===== config.mk =====
export PLATFORM = sky130hd
export DESIGN_NAME = lsu_axi_bridge_flat
export DESIGN_NICKNAME = d
export VERILOG_FILES = /design/src/rtl/lsu_axi_bridge_if.sv /design/src/rtl/lsu_axi_bridge.sv /design/src/flat_wrapper.sv
export SDC_FILE = /design/constraint.sdc
export NUM_CORES = 2
export LEC_CHECK = 0
export ABC_AREA = 1
export BUFFER_PORTS_ARGS = -buffer_cell sky130_fd_sc_hd__buf_4
export CORE_MARGIN = 4
export CORE_UTILIZATION = 45
export CTS_CLUSTER_SIZE = 30
export DETAILED_ROUTE_END_ITERATION = 10
export PLACE_DENSITY = 0.79
export SKIP_LAST_GASP = 1
export SYNTH_ARGS = -nofsm -noshare
export SYNTH_HDL_FRONTEND = slang
export SYNTH_SLANG_ARGS = --single-unit

===== constraint.sdc =====
create_clock -name clk -period 19.05 [get_ports clk]
set_input_delay 1.905 -clock clk [delete_from_list [all_inputs] [get_ports clk]]
set_output_delay 1.905 -clock clk [all_outputs]
set_load 0.03 [all_outputs]

===== src/rtl/lsu_axi_bridge_if.sv =====
// Handshake bundles for the LSU bridge: pipeline request/response side and
// the data-memory bus side. Signal names follow the block's port list.
interface lsu_req_if #(parameter int XLEN = 64, parameter int ADDR_W = 64);
  logic              req_valid;
  logic              req_ready;
  logic              req_we;
  logic [ADDR_W-1:0] req_addr;
  logic [XLEN-1:0]   req_wdata;
  logic [1:0]        req_size;
  logic              req_sext;
  logic              resp_valid;
  logic [XLEN-1:0]   resp_rdata;
  logic              resp_err;
  logic              busy;

  modport master (output req_valid, req_we, req_addr, req_wdata, req_size, req_sext,
                  input  req_ready, resp_valid, resp_rdata, resp_err, busy);
  modport slave  (input  req_valid, req_we, req_addr, req_wdata, req_size, req_sext,
                  output req_ready, resp_valid, resp_rdata, resp_err, busy);
endinterface

interface lsu_mem_if #(parameter int XLEN = 64, parameter int ADDR_W = 64);
  logic              w_valid_i;
  logic              w_ready_o;
  logic [ADDR_W-1:0] w_addr_i;
  logic [XLEN-1:0]   w_data_i;
  logic [XLEN/8-1:0] w_mask_i;
  logic              w_valid_o;
  logic              w_ready_i;
  logic              rx_r_valid_i;
  logic              rx_r_ready_o;
  logic [ADDR_W-1:0] rx_r_addr_i;
  logic [7:0]        rx_r_size_i;
  logic [XLEN-1:0]   rx_data_read_o;
  logic              rx_data_valid;
  logic              rx_data_ready;

  modport master (output w_valid_i, w_addr_i, w_data_i, w_mask_i, w_ready_i,
                         rx_r_valid_i, rx_r_addr_i, rx_r_size_i, rx_data_ready,
                  input  w_ready_o, w_valid_o, rx_r_ready_o, rx_data_read_o, rx_data_valid);
  modport slave  (input  w_valid_i, w_addr_i, w_data_i, w_mask_i, w_ready_i,
                         rx_r_valid_i, rx_r_addr_i, rx_r_size_i, rx_data_ready,
                  output w_ready_o, w_valid_o, rx_r_ready_o, rx_data_read_o, rx_data_valid);
endinterface


===== src/rtl/lsu_axi_bridge.sv =====
// Single-outstanding load/store unit bridging the MEM stage to the data bus.
// Define LSU_MISALIGN_SPLIT_EN to split misaligned accesses into two beats.
module lsu_axi_bridge #(
  parameter int XLEN   = 64,
  parameter int ADDR_W = 64
) (
  input  logic     clk,
  input  logic     rst,
  lsu_req_if.slave req,
  lsu_mem_if.master mem
);
  localparam int BYTES = XLEN / 8;
  localparam int OFF_W = $clog2(BYTES);
`ifdef LSU_MISALIGN_SPLIT_EN
  localparam bit SPLIT = 1'b1;
`else
  localparam bit SPLIT = 1'b0;
`endif

  typedef enum logic [2:0] {IDLE, WREQ, WRESP, RREQ, RDATA, RESP} state_t;
  state_t state;

  logic               accept;
  logic [OFF_W-1:0]   off_in, off_q;
  logic [3:0]         n_in, n_q;
  logic [BYTES-1:0]   nmask;
  logic [2*BYTES-1:0] mask2;
  logic [2*XLEN-1:0]  data2;
  logic               illegal, misal;
  logic [ADDR_W-1:0]  base_in, base_q;
  logic [1:0]         size_q;
  logic               sext_q, split_q, second_q;
  logic [BYTES-1:0]   mask_hi_q;
  logic [XLEN-1:0]    data_hi_q, beat_lo, raw, ext;
  logic [2*XLEN-1:0]  cat;
  logic               sgn;

  assign accept   = req.req_valid && req.req_ready;
  assign req.busy = (state != IDLE) || accept;

  // Request decode: the doubled-width mask/data hold both beats of a split.
  assign off_in  = req.req_addr[OFF_W-1:0];
  assign n_in    = 4'd1 << req.req_size;
  assign base_in = {req.req_addr[ADDR_W-1:OFF_W], {OFF_W{1'b0}}};
  assign illegal = 5'(n_in) > 5'(BYTES);
  assign misal   = (5'(off_in) + 5'(n_in)) > 5'(BYTES);
  assign mask2   = {{BYTES{1'b0}}, nmask} << off_in;
  assign data2   = {{XLEN{1'b0}}, req.req_wdata} << {off_in, 3'b000};

  always_comb begin
    nmask = '0;
    for (int i = 0; i < BYTES; i++) nmask[i] = 4'(i) < n_in;
  end

  // Load extraction: second beat sits above the first before shifting down.
  assign n_q = 4'd1 << size_q;
  assign cat = second_q ? {mem.rx_data_read_o, beat_lo} : {{XLEN{1'b0}}, mem.rx_data_read_o};
  assign raw = XLEN'(cat >> {off_q, 3'b000});

  always_comb begin
    sgn = 1'b0;
    ext = '0;
    for (int i = 0; i < BYTES; i++)
      if (4'(i + 1) == n_q) sgn = sext_q & raw[8*i+7];
    for (int i = 0; i < BYTES; i++)
      ext[8*i +: 8] = (4'(i) < n_q) ? raw[8*i +: 8] : {8{sgn}};
  end

  always_ff @(posedge clk or posedge rst) begin
    if (rst) begin
      state             <= IDLE;
      req.req_ready     <= 1'b1;
      req.resp_valid    <= 1'b0;
      req.resp_err      <= 1'b0;
      req.resp_rdata    <= '0;
      mem.w_valid_i     <= 1'b0;
      mem.w_addr_i      <= '0;
      mem.w_data_i      <= '0;
      mem.w_mask_i      <= '0;
      mem.w_ready_i     <= 1'b0;
      mem.rx_r_valid_i  <= 1'b0;
      mem.rx_r_addr_i   <= '0;
      mem.rx_r_size_i   <= '0;
      mem.rx_data_ready <= 1'b0;
      off_q     <= '0;
      size_q    <= '0;
      sext_q    <= 1'b0;
      split_q   <= 1'b0;
      second_q  <= 1'b0;
      base_q    <= '0;
      mask_hi_q <= '0;
      data_hi_q <= '0;
      beat_lo   <= '0;
    end else begin
      req.resp_valid <= 1'b0;
      case (state)
        IDLE: if (accept) begin
          req.req_ready <= 1'b0;
          off_q     <= off_in;
          size_q    <= req.req_size;
          sext_q    <= req.req_sext;
          split_q   <= misal;
          second_q  <= 1'b0;
          base_q    <= base_in;
          mask_hi_q <= mask2[2*BYTES-1:BYTES];
          data_hi_q <= data2[2*XLEN-1:XLEN];
          if (illegal || (misal && !SPLIT)) begin
            state          <= RESP;
            req.resp_valid <= 1'b1;
            req.resp_err   <= 1'b1;
            req.resp_rdata <= '0;
          end else if (req.req_we) begin
            state         <= WREQ;
            mem.w_valid_i <= 1'b1;
            mem.w_addr_i  <= base_in;
            mem.w_data_i  <= data2[XLEN-1:0];
            mem.w_mask_i  <= mask2[BYTES-1:0];
          end else begin
            state            <= RREQ;
            mem.rx_r_valid_i <= 1'b1;
            mem.rx_r_addr_i  <= base_in;
            mem.rx_r_size_i  <= 8'(OFF_W);
          end
        end
        WREQ: if (mem.w_ready_o) begin
          mem.w_valid_i <= 1'b0;
          mem.w_ready_i <= 1'b1;
          state         <= WRESP;
        end
        WRESP: if (mem.w_valid_o) begin
          mem.w_ready_i <= 1'b0;
          if (split_q && !second_q) begin
            second_q      <= 1'b1;
            state         <= WREQ;
            mem.w_valid_i <= 1'b1;
            mem.w_addr_i  <= base_q + ADDR_W'(BYTES);
            mem.w_data_i  <= data_hi_q;
            mem.w_mask_i  <= mask_hi_q;
          end else begin
            state          <= RESP;
            req.resp_valid <= 1'b1;
            req.resp_err   <= 1'b0;
            req.resp_rdata <= '0;
          end
        end
        RREQ: if (mem.rx_r_ready_o) begin
          mem.rx_r_valid_i  <= 1'b0;
          mem.rx_data_ready <= 1'b1;
          state             <= RDATA;
        end
        RDATA: if (mem.rx_data_valid) begin
          mem.rx_data_ready <= 1'b0;
          if (split_q && !second_q) begin
            beat_lo          <= mem.rx_data_read_o;
            second_q         <= 1'b1;
            state            <= RREQ;
            mem.rx_r_valid_i <= 1'b1;
            mem.rx_r_addr_i  <= base_q + ADDR_W'(BYTES);
          end else begin
            state          <= RESP;
            req.resp_valid <= 1'b1;
            req.resp_err   <= 1'b0;
            req.resp_rdata <= ext;
          end
        end
        RESP: begin
          state         <= IDLE;
          req.req_ready <= 1'b1;
        end
        default: begin
          state         <= IDLE;
          req.req_ready <= 1'b1;
        end
      endcase
    end
  end
endmodule


===== src/flat_wrapper.sv =====
// flat-port wrapper written by rule: the top's interface ports become plain ports
module lsu_axi_bridge_flat 
#(
  parameter int XLEN   = 64,
  parameter int ADDR_W = 64
)
  (clk, rst, req_req_valid, req_req_we, req_req_addr, req_req_wdata, req_req_size, req_req_sext, req_req_ready, req_resp_valid, req_resp_rdata, req_resp_err, req_busy, mem_w_valid_i, mem_w_addr_i, mem_w_data_i, mem_w_mask_i, mem_w_ready_i, mem_rx_r_valid_i, mem_rx_r_addr_i, mem_rx_r_size_i, mem_rx_data_ready, mem_w_ready_o, mem_w_valid_o, mem_rx_r_ready_o, mem_rx_data_read_o, mem_rx_data_valid);
  lsu_req_if #(.XLEN(XLEN), .ADDR_W(ADDR_W)) req_i ();
  lsu_mem_if #(.XLEN(XLEN), .ADDR_W(ADDR_W)) mem_i ();
  input  logic clk;
  input  logic rst;
  input wire logic [$bits(req_i.req_valid)-1:0] req_req_valid;
  input wire logic [$bits(req_i.req_we)-1:0] req_req_we;
  input wire logic [$bits(req_i.req_addr)-1:0] req_req_addr;
  input wire logic [$bits(req_i.req_wdata)-1:0] req_req_wdata;
  input wire logic [$bits(req_i.req_size)-1:0] req_req_size;
  input wire logic [$bits(req_i.req_sext)-1:0] req_req_sext;
  output wire logic [$bits(req_i.req_ready)-1:0] req_req_ready;
  output wire logic [$bits(req_i.resp_valid)-1:0] req_resp_valid;
  output wire logic [$bits(req_i.resp_rdata)-1:0] req_resp_rdata;
  output wire logic [$bits(req_i.resp_err)-1:0] req_resp_err;
  output wire logic [$bits(req_i.busy)-1:0] req_busy;
  output wire logic [$bits(mem_i.w_valid_i)-1:0] mem_w_valid_i;
  output wire logic [$bits(mem_i.w_addr_i)-1:0] mem_w_addr_i;
  output wire logic [$bits(mem_i.w_data_i)-1:0] mem_w_data_i;
  output wire logic [$bits(mem_i.w_mask_i)-1:0] mem_w_mask_i;
  output wire logic [$bits(mem_i.w_ready_i)-1:0] mem_w_ready_i;
  output wire logic [$bits(mem_i.rx_r_valid_i)-1:0] mem_rx_r_valid_i;
  output wire logic [$bits(mem_i.rx_r_addr_i)-1:0] mem_rx_r_addr_i;
  output wire logic [$bits(mem_i.rx_r_size_i)-1:0] mem_rx_r_size_i;
  output wire logic [$bits(mem_i.rx_data_ready)-1:0] mem_rx_data_ready;
  input wire logic [$bits(mem_i.w_ready_o)-1:0] mem_w_ready_o;
  input wire logic [$bits(mem_i.w_valid_o)-1:0] mem_w_valid_o;
  input wire logic [$bits(mem_i.rx_r_ready_o)-1:0] mem_rx_r_ready_o;
  input wire logic [$bits(mem_i.rx_data_read_o)-1:0] mem_rx_data_read_o;
  input wire logic [$bits(mem_i.rx_data_valid)-1:0] mem_rx_data_valid;
  assign req_i.req_valid = req_req_valid;
  assign req_i.req_we = req_req_we;
  assign req_i.req_addr = req_req_addr;
  assign req_i.req_wdata = req_req_wdata;
  assign req_i.req_size = req_req_size;
  assign req_i.req_sext = req_req_sext;
  assign req_req_ready = req_i.req_ready;
  assign req_resp_valid = req_i.resp_valid;
  assign req_resp_rdata = req_i.resp_rdata;
  assign req_resp_err = req_i.resp_err;
  assign req_busy = req_i.busy;
  assign mem_w_valid_i = mem_i.w_valid_i;
  assign mem_w_addr_i = mem_i.w_addr_i;
  assign mem_w_data_i = mem_i.w_data_i;
  assign mem_w_mask_i = mem_i.w_mask_i;
  assign mem_w_ready_i = mem_i.w_ready_i;
  assign mem_rx_r_valid_i = mem_i.rx_r_valid_i;
  assign mem_rx_r_addr_i = mem_i.rx_r_addr_i;
  assign mem_rx_r_size_i = mem_i.rx_r_size_i;
  assign mem_rx_data_ready = mem_i.rx_data_ready;
  assign mem_i.w_ready_o = mem_w_ready_o;
  assign mem_i.w_valid_o = mem_w_valid_o;
  assign mem_i.rx_r_ready_o = mem_rx_r_ready_o;
  assign mem_i.rx_data_read_o = mem_rx_data_read_o;
  assign mem_i.rx_data_valid = mem_rx_data_valid;
  lsu_axi_bridge #(.XLEN(XLEN), .ADDR_W(ADDR_W)) u_core (.clk(clk), .rst(rst), .req(req_i), .mem(mem_i));
endmodule

-- Word-level counts from Yosys, hierarchy flattened
Cells that the tools add are included.
- output and inout port bits: 280
- word-level logic and storage cells: 207
- bits of input ports: 203
- register bits after elaboration: 480
- muxes and demuxes: 94
- order comparisons: 18
- add/subtract/negate cells: 2
- shift operators: 5
- reduce and logical (&&, ||, !) cells: 29
- equal/unequal tests: 25
- bitwise gates (word level): 11
- operators with widths (kind ; count):
    $mux 64 ; 20
    $pmux 64 s2 ; 3
    $pmux 64 s3 ; 1
    $mux 128 ; 1
    $shl 64x6->128 ; 1
    $shr 128x6->64 ; 1
    $mux 8 ; 13
    $add 64x4->64 const B ; 1
    $mux 1 ; 37
    $lt 3x4->1 const A ; 8
    $mux 3 ; 8
    $reduce_and 7->1 ; 3
    $ne 2x2->1 const B ; 9
    $eq 3x4->1 const A ; 4
    $lt 1x4->1 const A ; 4
    $lt 2x4->1 const A ; 4
    $pmux 8 s2 ; 1
    $shl 8x3->16 ; 1
    $pmux 1 s3 ; 5
    $pmux 3 s5 ; 1
    $reduce_and 6->1 ; 2
    $reduce_bool 3->1 ; 4
    $reduce_and 5->1 ; 2
    $reduce_and 3->1 ; 3
    other kinds (23) ; 47

-- Depth between registers and ports, before layout
- depth after elaboration: 15
- gate-level depth with buffers: 19

-- Worst setup path before layout
No wires, ideal clock.
- path kind: input port to output port
- start: in req_req_valid
- end: out req_busy
- data arrival time: 2.277 ns
- cell stages on the path: 2
- slack: 14.868 ns
- buffers on the path: 0
- path through: nand2_1 > nand2_1
- word-level cells in the longest chain between the ends: 2
- RTL lines (element ; RTL line ; source):
    start: declaration ; flat_wrapper.sv:12 ; input wire logic [$bits(req_i.req_valid)-1:0] req_req_valid;
    $logic_and 1x1->1 ; lsu_axi_bridge.sv:38 ; assign accept = req.req_valid && req.req_ready;
    $logic_or 1x1->1 ; lsu_axi_bridge.sv:39 ; assign req.busy = (state != IDLE) || accept;
    end: declaration ; flat_wrapper.sv:22 ; output wire logic [$bits(req_i.busy)-1:0] req_busy;
No other way between the ends.

-- Worst setup path after layout
- start: in req_req_addr[1]
- end: reg u_core.mem.w_data_i[54]
- word-level cells in the longest chain between the ends: 5
- elaborated cells between the ends (all ways): 10
- RTL lines (element ; RTL line ; source):
    start: declaration ; flat_wrapper.sv:14 ; input wire logic [$bits(req_i.req_addr)-1:0] req_req_addr;
    $add 3x4->5 or $shl 64x6->128 (tied branches) ; lsu_axi_bridge.sv:46, lsu_axi_bridge.sv:48 ;
    $gt 5x4->1 or $mux 64 (tied branches) ; lsu_axi_bridge.sv:46, lsu_axi_bridge.sv:112 ;
    $logic_or 1x1->1 or $mux 64 (tied branches) ; lsu_axi_bridge.sv:107 ; if (illegal || (misal && !SPLIT)) begin
    $ne 2x2->1 (no source line) or $mux 64 (tied branches) ; - ;
    $reduce_and 6->1 (no source line) or $pmux 64 s2 (tied branches) ; - ;
    end signal: assignment ; lsu_axi_bridge.sv:116 ; mem.w_data_i <= data2[XLEN-1:0];
    end signal: assignment ; lsu_axi_bridge.sv:137 ; mem.w_data_i <= data_hi_q;
    end: declaration ; lsu_axi_bridge_if.sv:38 ; modport master (output w_valid_i, w_addr_i, w_data_i, w_mask_i, w_ready_i,
Several ways; a longest one is shown, not always the timed one. The select of a mux whose other input is x is not followed.
A chain may end at the register's enable or synchronous reset.

==> flow_summary.json <==
{
  "status": "completed",
  "multi_input_area_um2": 13000,
  "place_congestion": 0.969,
  "min_to": "u_core.mem.rx_r_valid_i",
  "end_kind": "flip-flop",
  "vias_per_cell": 5.67,
  "cp_max_fo": 126,
  "skew_ps": 42.3,
  "final.setup.tns_ps": 0,
  "async_flop_share_pct": 100,
  "crit_chain": "buf_4 -> nand3_2 -> nand2_1 -> inv_1 -> ha_1 -> inv_1 -> a21boi_1 -> o21ai_1 -> nand3_1 -> nand2_1 -> nand2_2 -> nand3_4 -> buf_4 -> buf_4 -> o21ai_0",
  "fin_nets": 4140,
  "wl_per_cell_um": 21.1,
  "drive_gt1_share_pct": 16.2,
  "grt_util_all_layers_pct": 30.5,
  "cts_htree_levels": 2,
  "hold_violations": 0,
  "place_hpwl_um": 71700,
  "clkPwrFrac_pct": 18.4,
  "ys_ff_latch": 465,
  "regArea_um2": 11600,
  "first_iter_violations": 3106,
  "ys_seq_area_share_pct": 43.5,
  "final.min_clock_period_ps": 5630,
  "max_slew.worst_pin.slew_ps": 1230,
  "syn_inst": 3625,
  "rrSetupSlack_ps": 14380,
  "rsz0062_at_grt": "false",
  "clock_latency_ps": 620,
  "p_seq_share_pct": 30.4,
  "cts-root-buf": "clkbuf_16",
  "critPathRequiredTime_ps": 19520,
  "intPower_uw": 2950,
  "holdPathStages": 2,
  "path_clk_slew_ps": 60,
  "clock_sinks": 465,
  "dieArea_um2": 63400,
  "setup_viol": 0,
  "area_delta_synth_final_pct": 20.3,
  "slew_headroom_pct": 17.8,
  "avgSynthCellArea_um2": 7.38,
  "final_cell_mix": "1167 x nand2_1, 501 x o21ai_0, 496 x buf_4, 460 x dfrtp_1, 253 x inv_1",
  "switching_share_pct": 48.9,
  "synth_warnings": 0,
  "cts_post_setup_buffers_inserted": 0,
  "power_frac_comb_pct": 51.1,
  "grt_overflow": 0,
  "r2r-start": "u_core.state[2]",
  "crit_family": "buffers and inverters",
  "fin_ws_ps": 13420,
  "grt_max_degree": 167,
  "routed_wl_um": 100000,
  "p_sw_uw": 2820,
  "slowest_delay_ps": 940,
  "via_count": 27000,
  "synth_top_flop_cell": "dfrtp_1",
  "dp_slack_ps": 12770,
  "fin_crit_sh_pct": 29.5,
  "cp_common_cell": "buf_4",
  "hold_ws_ps": 479,
  "port_buffers": 470,
  "fill_cells": 5567,
  "path_buf_inv": 5,
  "initial_core_util_pct": 45.4,
  "reg2regPathDepth": 8,
  "layout_commonest_cell": "nand2_1",
  "r2r-end": "u_core.mem.w_data_i[54]",
  "yosysUniqueCellTypes": 53,
  "final_antenna_net_count": 0,
  "ir_drop_mv": 0.130,
  "synth_edf_count": 0,
  "fmax_ghz": 0.178,
  "power_density_nw_per_um2": 180,
  "hold_start": "u_core.mem.rx_r_valid_i",
  "num_rows": 89,
  "power_leakage_uw": 0.0160,
  "cts_hold_buffers": 0,
  "antenna_found_initial": 9,
  "die_h_um": 252,
  "io_pins": 483,
  "cts-buffers-inserted": 51,
  "final_util_pct": 54.6,
  "cts_tree": "built",
  "grt_pass1_vias": 25400,
  "chipWidth_um": 252,
  "hp-class": "reg2reg",
  "cts_buffer_depth": 3,
  "arrival_ps": 6100,
  "drtPass1Iterations": 6,
  "synth_area_um2": 26800,
  "drv_slew": 0,
  "core_um2": 58900,
  "critPathKind": "in2reg",
  "drc": 0,
  "cap_violations": 0,
  "ctsResizeCount": 0,
  "grt_pass1_wl_um": 152000,
  "slowest_stage": "buf_4",
  "start_kind": "input pin"
}
-- worst reg2reg max path, delay by kind of cell (launching register included) --
kind | cells | cell delay [ps]
and+or+nand+nor | 3 | 850
DFF | 1 | 490
AOI/OAI and AO/OA | 2 | 770
buffers and inverters | 3 | 2420
-- power by group through the flow --
stage / Clock [µW] / Sequential [µW] / Combinational [µW]
3_3_place_gp: 0 / 1750 / 2880
3_5_place_dp: 0 / 1750 / 2930
2_1_floorplan: 0 / 2130 / 1530
5_1_grt: 1120 / 1800 / 3220
6_report: 1060 / 1760 / 2950
4_1_cts: 1080 / 1750 / 2940
-- metrics by stage --
step	power (µW)	std cells	cell area (µm²)
after floorplan	3660	3636	26800
after global placement	4630	4653	30400
after detailed placement	4680	4653	30400
after CTS	5760	4747	32200
after global routing	6140	4751	32200
final	5780	4754	32200
-- registers in the layout, summed over array words and instances, names as in the netlist, 2 cells and up --
name,cells
u_core.base_q,61
u_core.beat_lo,64
u_core.data_hi_q,56
u_core.mask_hi_q,7
u_core.mem.rx_r_addr_i,61
u_core.mem.w_addr_i,61
u_core.mem.w_data_i,64
u_core.mem.w_mask_i,8
u_core.off_q,3
u_core.req.resp_rdata,64
u_core.size_q,2
u_core.state,3
-- area by class of cell --
class / instances / share of cell area, %
flip-flops and latches: 465 / 36.2
well taps: 773 / 3.01
clock buffers: 69 / 4.55
multi-input cells: 2646 / 40.3
inverters: 272 / 3.20
repair buffers: 497 / 11.6
diodes: 7 / 0.0544
clock inverters: 25 / 1.01
-- metal layers --
| metal | up-vias | GRT usage, % | share of wire, % |
|---|---|---|---|
| li1 | 12600 | - | - |
| met1 | 12700 | 41.2 | 40 |
| met2 | 1388 | 48.0 | 46 |
| met3 | 224 | 5.48 | 8.9 |
| met4 | 4 | 14.0 | 5.1 |
| met5 | - | 0 | 0.021 |
-- synthesized netlist by cell type, drive strengths merged (3+ instances only) --
library cell  number  area [µm²]
a21boi            14         105
a21oi             53         277
a221oi            19         166
a22o              11        96.3
a22oi             43         323
a31oi             17         106
buf              118         673
clkbuf           135         507
dfrtp            464       11600
ha                 4        50.1
inv              271        1020
mux2               9         101
mux2i             84         841
nand2           1174        4430
nand3            158         821
nand4             18         113
nor2             202         776
nor3              39         200
o211ai            79         598
o21a               3        22.5
o21ai            587        2940
o21bai             3        22.5
o221ai            23         201
o22ai             29         181
or2                8        50.1
xnor2              8        70.1
xor2              38         333
-- worst max path at each step --
stage                    start                      end  slack [ps]  depth (start not counted)
3_5_place_dp   req_req_addr[1]  u_core.mem.w_data_i[53]       12770                         15
5_1_grt        req_req_addr[1]  u_core.mem.w_data_i[53]       13030                         15
6_report       req_req_addr[1]  u_core.mem.w_data_i[54]       13420                         15
2_1_floorplan              rst        u_core.base_q[10]        4180                          1
3_3_place_gp   req_req_addr[1]  u_core.mem.w_data_i[52]       12890                         15
4_1_cts        req_req_addr[1]  u_core.mem.w_data_i[53]       13430                         15
-- logic make-up (layout without fill, tap and decap cells) --
logic type / Yosys count / after routing / share of synthesized area (%)
other: 1 / 19 / 0.0140
buffers and inverters: 525 / 863 / 8.23
AOI/OAI and AO/OA: 886 / 886 / 19.0
and+or+nand+nor: 1605 / 1605 / 24.0
muxes: 93 / 93 / 3.52
adders and majority gates: 4 / 4 / 0.187
xor gates and xnor gates: 46 / 46 / 1.51
DFF: 465 / 465 / 43.5
Power figures use the tool's default switching activity.
